<file path="config.mk">
export PLATFORM = sky130hd
export DESIGN_NAME = imem_loader
export DESIGN_NICKNAME = d
export VERILOG_FILES = /design/src/rtl/imem_loader.sv
export SDC_FILE = /design/constraint.sdc
export NUM_CORES = 1
export LEC_CHECK = 0
export ABC_AREA = 1
export CAP_MARGIN = 20
export CORE_MARGIN = 4
export CORE_UTILIZATION = 40
export DETAILED_ROUTE_END_ITERATION = 6
export GPL_ROUTABILITY_DRIVEN = 0
export PLACE_DENSITY = 0.73
export SYNTH_ARGS = -nofsm -noshare
export SYNTH_HDL_FRONTEND = slang
export SYNTH_SLANG_ARGS = --single-unit
</file>
<file path="constraint.sdc">
create_clock -name CLK -period 2.1 [get_ports CLK]
set_clock_uncertainty 0.1 [all_clocks]
set_input_delay 0.42 -clock CLK [delete_from_list [all_inputs] [get_ports CLK]]
set_output_delay 0.42 -clock CLK [all_outputs]
set_load 0.05 [all_outputs]
</file>
<file path="src/rtl/imem_loader.sv">
// Boot loader: assembles a little-endian byte stream (word-count header, then words)
// into 32-bit instruction-memory writes, holding core_rst until the image is in place.
// Optional trailing XOR checksum byte when CHECKSUM_EN is defined.
module imem_loader #(
  parameter int unsigned ADDR_WIDTH = 10,
  parameter logic [31:0] BASE_ADDR  = 32'h0000_0000
) (
  input  logic                  CLK,
  input  logic                  rst,
  input  logic                  rx_valid,
  input  logic [7:0]            rx_data,
  output logic                  rx_ready,
  output logic                  mem_we,
  output logic [31:0]           mem_addr,
  output logic [31:0]           mem_wd,
  output logic                  core_rst,
  output logic                  done,
  output logic                  error,
  output logic [ADDR_WIDTH:0]   words_loaded
);

  localparam logic [32:0] DEPTH = 33'(1) << ADDR_WIDTH;

  typedef enum logic [2:0] {
    S_HDR,
    S_DATA,
    S_WRITE,
    S_CHK,
    S_DONE,
    S_ERR
  } state_t;

  state_t              state, state_n;
  logic [1:0]          bcnt, bcnt_n;
  logic [31:0]         word, word_n;
  logic [31:0]         assembled;
  logic [7:0]          csum, csum_n;
  logic [ADDR_WIDTH:0] count, count_n;
  logic [ADDR_WIDTH:0] wl_n;
  logic [31:0]         mem_addr_n, mem_wd_n;
  logic                mem_we_n;
  logic                fire, last_byte;

  assign fire      = rx_valid && rx_ready;
  assign last_byte = (bcnt == 2'd3);
  // New byte enters at the top so the first byte ends up in [7:0] after four shifts.
  assign assembled = {rx_data, word[31:8]};

  always_comb begin
    state_n    = state;
    bcnt_n     = bcnt;
    word_n     = word;
    csum_n     = csum;
    count_n    = count;
    wl_n       = words_loaded;
    mem_we_n   = 1'b0;
    mem_addr_n = mem_addr;
    mem_wd_n   = mem_wd;
    case (state)
      S_HDR: begin
        if (fire) begin
          word_n = assembled;
          bcnt_n = bcnt + 2'd1;
          if (last_byte) begin
            if (assembled == 32'd0) begin
              state_n = S_DONE;
            end else if ({1'b0, assembled} > DEPTH) begin
              state_n = S_ERR;
            end else begin
              state_n = S_DATA;
              count_n = assembled[ADDR_WIDTH:0];
            end
          end
        end
      end
      S_DATA: begin
        if (fire) begin
          word_n = assembled;
          bcnt_n = bcnt + 2'd1;
          csum_n = csum ^ rx_data;
          if (last_byte) begin
            state_n    = S_WRITE;
            mem_we_n   = 1'b1;
            mem_wd_n   = assembled;
            mem_addr_n = BASE_ADDR + (32'(words_loaded) << 2);
            wl_n       = words_loaded + (ADDR_WIDTH+1)'(1);
          end
        end
      end
      S_WRITE: begin
        // words_loaded already counts the word being written this cycle
        if (words_loaded == count) begin
`ifdef CHECKSUM_EN
          state_n = S_CHK;
`else
          state_n = S_DONE;
`endif
        end else begin
          state_n = S_DATA;
        end
      end
      S_CHK: begin
        if (fire) begin
          state_n = (rx_data == csum) ? S_DONE : S_ERR;
        end
      end
      default: begin
        state_n = state;
      end
    endcase
  end

  always_ff @(posedge CLK) begin
    if (rst) begin
      state        <= S_HDR;
      bcnt         <= 2'd0;
      csum         <= 8'd0;
      count        <= '0;
      rx_ready     <= 1'b0;
      mem_we       <= 1'b0;
      mem_addr     <= BASE_ADDR;
      mem_wd       <= 32'd0;
      core_rst     <= 1'b1;
      done         <= 1'b0;
      error        <= 1'b0;
      words_loaded <= '0;
    end else begin
      state        <= state_n;
      bcnt         <= bcnt_n;
      csum         <= csum_n;
      count        <= count_n;
      rx_ready     <= (state_n == S_HDR) || (state_n == S_DATA) || (state_n == S_CHK);
      mem_we       <= mem_we_n;
      mem_addr     <= mem_addr_n;
      mem_wd       <= mem_wd_n;
      core_rst     <= (state_n != S_DONE);
      done         <= (state_n == S_DONE);
      error        <= (state_n == S_ERR);
      words_loaded <= wl_n;
    end
  end

  always_ff @(posedge CLK) begin
    word <= word_n;
  end

endmodule

</file>
==> results of run 1 <==
==> per-layer routing <==
layer	vias up	share of wire, %	global-route usage, %
met5	-	0	0
met2	109	50	27.2
met1	1660	44	18.9
met3	13	5.5	3.64
li1	1836	-	-
met4	0	1.2	5.13
==> final cells by class <==
type	count	share of cell area, %
Clock inverter	6	2.06
Tap cell	136	3.08
Timing Repair Buffer	95	16.4
Multi-Input combinational cell	362	30.5
Clock buffer	10	2.31
Inverter	36	2.45
Sequential cell	107	43.1
==> state kept, by name (all words and copies together) (netlist names), 2 cells and up <==
name	count
mem_addr	11
word	24
csum	8
bcnt	2
mem_wd	32
state	3
count	11
words_loaded	11
==> how the worst max path moves through the flow <==
stage,startpoint,to,slack [ps],cells past startpoint
global placement,rx_data[4],count[10]$_SDFFE_PP0P_,-70,10
CTS,rx_ready$_SDFF_PP0_,rx_ready,5,1
floorplan,words_loaded[0]$_SDFFE_PP0P_,words_loaded[10]$_SDFFE_PP0P_,50,8
detailed placement,rx_data[4],core_rst$_SDFF_PP1_,-160,11
global route,mem_wd[24]$_SDFFE_PP0P_,mem_wd[24],2,1
finish,mem_wd[24]$_SDFFE_PP0P_,mem_wd[24],60,1
==> placed cells by master (no fill, tap or decap), drive strengths merged <==
master,netlist,routed
nor2,122,122
dfxtp,83,83
nand2,69,69
o21ai,67,67
buf,29,45
clkdlybuf4s50,0,42
inv,36,37
a21oi,33,33
edfxtp,24,24
conb,1,21
nand3,14,14
clkbuf,14,10
nor3,9,9
xnor2,8,8
dlymetal6s2s,0,8
xor2,5,5
nand4,5,5
bufinv,0,3
nor3b,2,2
or2,2,2
ha,2,2
clkinvlp,0,2
o21a,1,1
o31ai,1,1
a21o,1,1
==> repair_timing <==
| action | CTS | global route |
|---|---|---|
| hold endpoints to repair | 0 | 0 |
| resized for setup | 0 | 8 |
| endpoints found under the setup margin | 0 | 8 |
==> power groups by stage <==
stage,Clock (mW),Combinational [mW],Sequential [mW]
floorplan,0,0.206,2.22
global placement,0,0.265,2.22
detailed placement,0,0.270,2.22
CTS,1.52,0.272,2.17
global route,1.60,0.294,2.17
finish,1.50,0.272,2.17
==> through the flow <==
step	setup WS, ps	util (%)	cells	hold slack (ps)
CTS	5.10	52.4	752	371
global route	1.79	52.6	752	402
global placement	-73.8	50.1	736	341
finish	57.2	52.6	752	367
detailed placement	-162	50.1	736	357
floorplan	45.9	-	548	329
==> cells by family after synthesis <==
kind of cell	count (synthesis)
xor gates and xnor gates	13
adders and majority gates	2
DFF	107
buffers and inverters	79
and+or+nand+nor	223
AOI/OAI and AO/OA	103
other	1
==> flow_summary_export.csv, run 1 <==
group,metric,value,unit
logic_synthesis,synth_most_common_cell,"nor2_1",
drt,dr_total_vias,3618,
sta,fin_crit_sh,97.3,%
critical_path,crit_buf_inv,1,
final_layout,drive_above_1_share,11.5,%
logic_synthesis,synth_flop_cell,"dfxtp_1",
critical_path,crit_family,"buffers and inverters",
pwr,power.switching,0.928,mW
clock_network,tritoncts,"yes",
pwr,p_int,3.02,mW
sta,setup-tns-final,0,ps
critical_path,r2r_cells,10,
floorplan,die_x,113,um
global_routing,overflow,0,
logic_synthesis,ys_seq_elements,107,
logic_synthesis,syn-instance-count,528,
sta,setup_viol,0,
critical_path,r2r-start,"word[14]$_DFFE_PP_",
logic_synthesis,synthesis.area,0.00439,mm^2
status,outcome,"finished, final reports clean",
global_routing,antenna_found_initial,0,
global_routing,grt_util_all_layers,15.6,%
final_layout,n_fill_cell,945,
logic_synthesis,synth_warnings,0,
pwr,seq_power_share,55.0,%
logic_synthesis,synth_enable_flop_cells,24,
pwr,clock_power_share,38.1,%
worst_hold_path,hold_end,"mem_addr[2]$_SDFFE_PP0P_",
floorplan,start_util,41.8,%
final_layout,finish.net_count,624,
critical_path,startpoint_type,"flip-flop",
clock_network,cts-buffers-inserted,9,
critical_path,crit_chain,"clkdlybuf4s50_1",
final_layout,antennaDiodeCount,0,
global_routing,grt_start_max_net_pins,35,
clock_network,ctsRootBufferMaster,"clkbuf_8",
clock_network,numClockSinks,107,
final_layout,stdcell_area,0.00552,mm^2
final_layout,multiInputGateArea,0.00169,mm^2
final_layout,ff_latch_area,0.00238,mm^2
sta,fmax,0.490,GHz
pwr,total_power,3.94,mW
sta,finalHoldViolCount,0,
logic_synthesis,yosys.area.top_type,"dfxtp_1",
logic_synthesis,synth_xor_area_share,2.59,%
critical_path,timing.rr.end,"core_rst$_SDFF_PP1_",
clock_network,clockBufferDepth,2,
floorplan,boundaryPins,91,
logic_synthesis,synth_mux_area_share,0,%
drt,drtIter0Drc,219,
clock_network,ctsHoldBuffers,0,
placed_design,portBuffers,69,
global_routing,grt_pass1_vias,3498,
logic_synthesis,async_flop_share,0,%
flow_run,max_cap_viol_count,0,
drt,postRouteAntennaNets,0,
critical_path,critPathMaxFanout,2,
drt,wl,9910,um
drt,drc,0,
critical_path,crit_required,1580,ps
logic_synthesis,synth_top_family_by_area,"simple AND/OR/NAND/NOR gates",
pwr,p_comb_share,6.9,%
worst_hold_path,min-delay-start,"mem_addr[2]$_SDFFE_PP0P_",
sta,timing.slew.headroom,65.1,%
logic_synthesis,postSynthAreaPerCell,8.31,um^2
logic_synthesis,synthAdderAreaFrac,0.570,%
critical_path,critPathSlowestCell,"clkdlybuf4s50_1",
sta,tightest_slew,522,ps
floorplan,rows,37,
drt,avgRoutedWirePerCell,13.2,um
drt,first_pass_iters,4,
worst_hold_path,hold_path_class,"reg -> reg",
placed_design,dpl_cell_area,0.00526,mm^2
logic_synthesis,synth-simple-area-share,21.5,%
floorplan,die_h,113,um
critical_path,cp.arrival,1520,ps
critical_path,r2r_slack,230,ps
placed_design,dpl.hpwl,7180,um
logic_synthesis,synthTopCellsByArea,"dfxtp_1 (38%), edfxtp_1 (16%), nor2_1 (10%)",
critical_path,endpoint_kind,"primary output",
sta,maxSlewViolCount,0,
clock_network,insertion_delay,370,ps
pwr,leakage,2.50,nW
pwr,power_density,714,mW/mm^2
logic_synthesis,synth_compound_area_share,11.9,%
drt,viasPerCell,4.81,
clock_network,cts.clk_slew.worst_paths,100,ps
worst_hold_path,min_path_cells,2,
global_routing,grt_pass1_wl,16300,um
floorplan,core_area,0.0105,mm^2
pwr,vdd_drop_max,0.345,mV
final_layout,area_growth,25.9,%
critical_path,crit_type,"reg -> out",
logic_synthesis,synth_common_cells,"nor2_1 (120), dfxtp_1 (83), nand2_1 (69)",
logic_synthesis,synth_top_area_share,37.9,%
logic_synthesis,ys_seq_area_share,54.3,%
sta,period_needed,2040,ps
pwr,swShare,23.5,%
sta,rsz0062_at_grt,"no",
floorplan,die_area,0.0127,mm^2
critical_path,cp_slowest_stage_delay,810,ps
clock_network,cts_setup_buffers,0,
clock_network,htree_levels,3,
logic_synthesis,ys_types,29,
No activity file was read; power rests on OpenSTA's default activity.
==> run 2: changes to the inputs <==
--- a/config.mk
+++ b/config.mk
@@ -9,9 +9,10 @@
 export CAP_MARGIN = 20
 export CORE_MARGIN = 4
 export CORE_UTILIZATION = 40
+export CTS_BUF_LIST = sky130_fd_sc_hd__clkbuf_4
 export DETAILED_ROUTE_END_ITERATION = 6
 export GPL_ROUTABILITY_DRIVEN = 0
-export PLACE_DENSITY = 0.73
+export PLACE_DENSITY = 0.75
 export SYNTH_ARGS = -nofsm -noshare
 export SYNTH_HDL_FRONTEND = slang
 export SYNTH_SLANG_ARGS = --single-unit
==> constraint.sdc (replaced) <==
create_clock -name CLK -period 1.85 [get_ports CLK]
set_clock_uncertainty 0.1 [all_clocks]
set_input_delay 0.37 -clock CLK [delete_from_list [all_inputs] [get_ports CLK]]
set_output_delay 0.37 -clock CLK [all_outputs]
set_load 0.05 [all_outputs]
==> run 2 against run 1 <==
Setup slack better by 73 ps. Hold slack better by 2.5 ps. Final cell count is 2.9% higher. First-iteration DRC count is 27% lower. Clock-buffer cell count is 1 lower. Register-to-register slack worse by 100 ps. Utilization is 0.46 points higher. Critical path depth is 6 higher.
==> flow_summary_export.csv, run 2 (synthesis results as in run 1) <==
group,metric,value,unit
clock_network,cts.clk_slew.worst_paths,160,ps
final_layout,antennaDiodeCount,0,
critical_path,crit_type,"reg -> reg",
critical_path,endpoint_kind,"flip-flop",
floorplan,boundaryPins,91,
critical_path,cp_slowest_stage_delay,390,ps
global_routing,grt_pass1_vias,3709,
final_layout,final_common_cell,"nor2_1",
drt,wl_met1,4320,um
pwr,clock_power_share,29.3,%
critical_path,critPathMaxFanout,32,
drt,viasPerCell,4.83,
drt,postRouteAntennaNets,0,
final_layout,reg_top3,"mem_wd (32), word (24)",
sta,setup_viol,0,
global_routing,antenna_found_initial,0,
sta,fin_crit_sh,93.0,%
pwr,swShare,25.6,%
sta,finalHoldViolCount,0,
pwr,power_density,712,mW/mm^2
global_routing,grt_start_max_net_pins,46,
pwr,p_comb_share,8.7,%
final_layout,layout_common_cells,"nor2_1 (116), buf_4 (97), dfxtp_1 (80), nand2_1 (68), o21ai_0 (65)",
floorplan,core_area,0.0105,mm^2
clock_network,ctsRootBufferMaster,"clkbuf_4",
placed_design,dp.cells,751,
final_layout,regMostFlops,"mem_wd",
clock_network,htree_levels,3,
clock_network,ctsHoldBuffers,0,
global_routing,grt_util_all_layers,15.7,%
floorplan,die_x,113,um
drt,first_pass_iters,4,
sta,fmax,0.581,GHz
pwr,leakage,2.53,nW
drt,wl_met2,5120,um
clock_network,insertion_delay,450,ps
pwr,vdd_drop_max,0.335,mV
final_layout,area_growth,27.0,%
final_layout,postLayoutCoreUtil,53.0,%
status,outcome,"finished, final reports clean",
drt,drc,0,
clock_network,tritoncts,"yes",
final_layout,finish.net_count,646,
placed_design,dpl.hpwl,7510,um
floorplan,start_util,41.8,%
final_layout,largest_reg_flops,32,
floorplan,die_h,113,um
worst_hold_path,hold_path_class,"reg -> reg",
final_layout,drive_above_1_share,22.7,%
floorplan,rows,37,
critical_path,cp.arrival,2010,ps
global_routing,grt_pass1_wl,16700,um
drt,wl,10200,um
placed_design,portBuffers,69,
clock_network,clockBufferDepth,2,
critical_path,cpMostUsedCell,"nor2_4",
global_routing,overflow,0,
floorplan,die_area,0.0127,mm^2
final_layout,stdcell_area,0.00557,mm^2
critical_path,crit_required,2140,ps
clock_network,cts-buffers-inserted,9,
critical_path,startpoint_type,"flip-flop",
critical_path,critPathSlowestCell,"dfxtp_1",
pwr,power.switching,1.02,mW
placed_design,dpl_cell_area,0.00536,mm^2
clock_network,numClockSinks,107,
drt,dr_total_vias,3738,
drt,avgRoutedWirePerCell,13.2,um
final_layout,fin_cells,774,
drt,drtIter0Drc,159,
pwr,seq_power_share,62.0,%
drt,top_layer,"met4",
sta,maxSlewViolCount,0,
drt,wl_met3,631,um
sta,period_needed,1720,ps
pwr,p_int,2.95,mW
flow_run,max_cap_viol_count,0,
critical_path,crit_chain,"inv_2 > nor2_4 > nand3_4 > nor2_4 > buf_4 > o21ai_0 > a21oi_1",
run 2: layout make-up:
class	instances	area, um^2
Clock inverter	7	66.3
Tap cell	136	170
Inverter	36	139
Sequential cell	107	2390
Clock buffer	9	67.6
Timing Repair Buffer	117	1030
Multi-Input combinational cell	362	1710
Fill cell	976	4940
run 2: worst paths after layout:
kind | from | to | slack (ps) | cells past startpoint
setup / recovery | state[0]$_SDFF_PP0_ | mem_wd[3]$_SDFFE_PP0P_ | 130 | 7
hold / removal | bcnt[0]$_SDFFE_PP0P_ | bcnt[0]$_SDFFE_PP0P_ | 370 | 1
setup reg to reg | state[0]$_SDFF_PP0_ | mem_wd[3]$_SDFFE_PP0P_ | 130 | 7
hold reg to reg | bcnt[0]$_SDFFE_PP0P_ | bcnt[0]$_SDFFE_PP0P_ | 370 | 1
run 2: what timing repair did:
action                                  4_1_cts  5_1_grt
endpoints found under the setup margin        0       18
setup buffers                                 0        7
gates resized for setup                       0       12
run 2: critical path, delay by kind of cell (launching register included):
kind                   cells  cell delay [ps]
flip-flops                 1              390
AND/OR/NAND/NOR            3              470
buffers and inverters      2              440
AO/OA/AOI/OAI              2              280
run 2: power groups by stage:
stage	clock [mW]	combinational (mW)	sequential (mW)
after global placement	0	0.322	2.51
after detailed placement	0	0.329	2.51
final	1.16	0.345	2.46
after floorplan	0	0.235	2.52
after global routing	1.29	0.372	2.47
after CTS	1.19	0.331	2.46
run 2: per-layer routing:
metal,GRT usage [%],vias up
li1,-,1884
met1,18.8,1728
met2,28.0,114
met3,3.80,12
met4,4.65,0
met5,0,-
run 2: metrics by stage:
stage	hold slack (ps)	power (mW)	setup TNS (ps)	worst slack, ps
6_report	369	3.97	0	130
5_1_grt	416	4.13	-96.3	-36.3
4_1_cts	368	3.98	0	7.68
3_5_place_dp	349	2.84	-15440	-311
3_3_place_gp	342	2.83	-12260	-251
2_1_floorplan	329	2.75	-147	-147
==> run 3: changes to the inputs <==
--- a/config.mk
+++ b/config.mk
@@ -12,6 +12,7 @@
 export CTS_BUF_LIST = sky130_fd_sc_hd__clkbuf_4
 export DETAILED_ROUTE_END_ITERATION = 6
 export GPL_ROUTABILITY_DRIVEN = 0
+export HOLD_SLACK_MARGIN = 0.1
 export PLACE_DENSITY = 0.75
 export SYNTH_ARGS = -nofsm -noshare
 export SYNTH_HDL_FRONTEND = slang
==> results of run 3 <==
Final layout, timing and power as in run 2 (identical DEF).
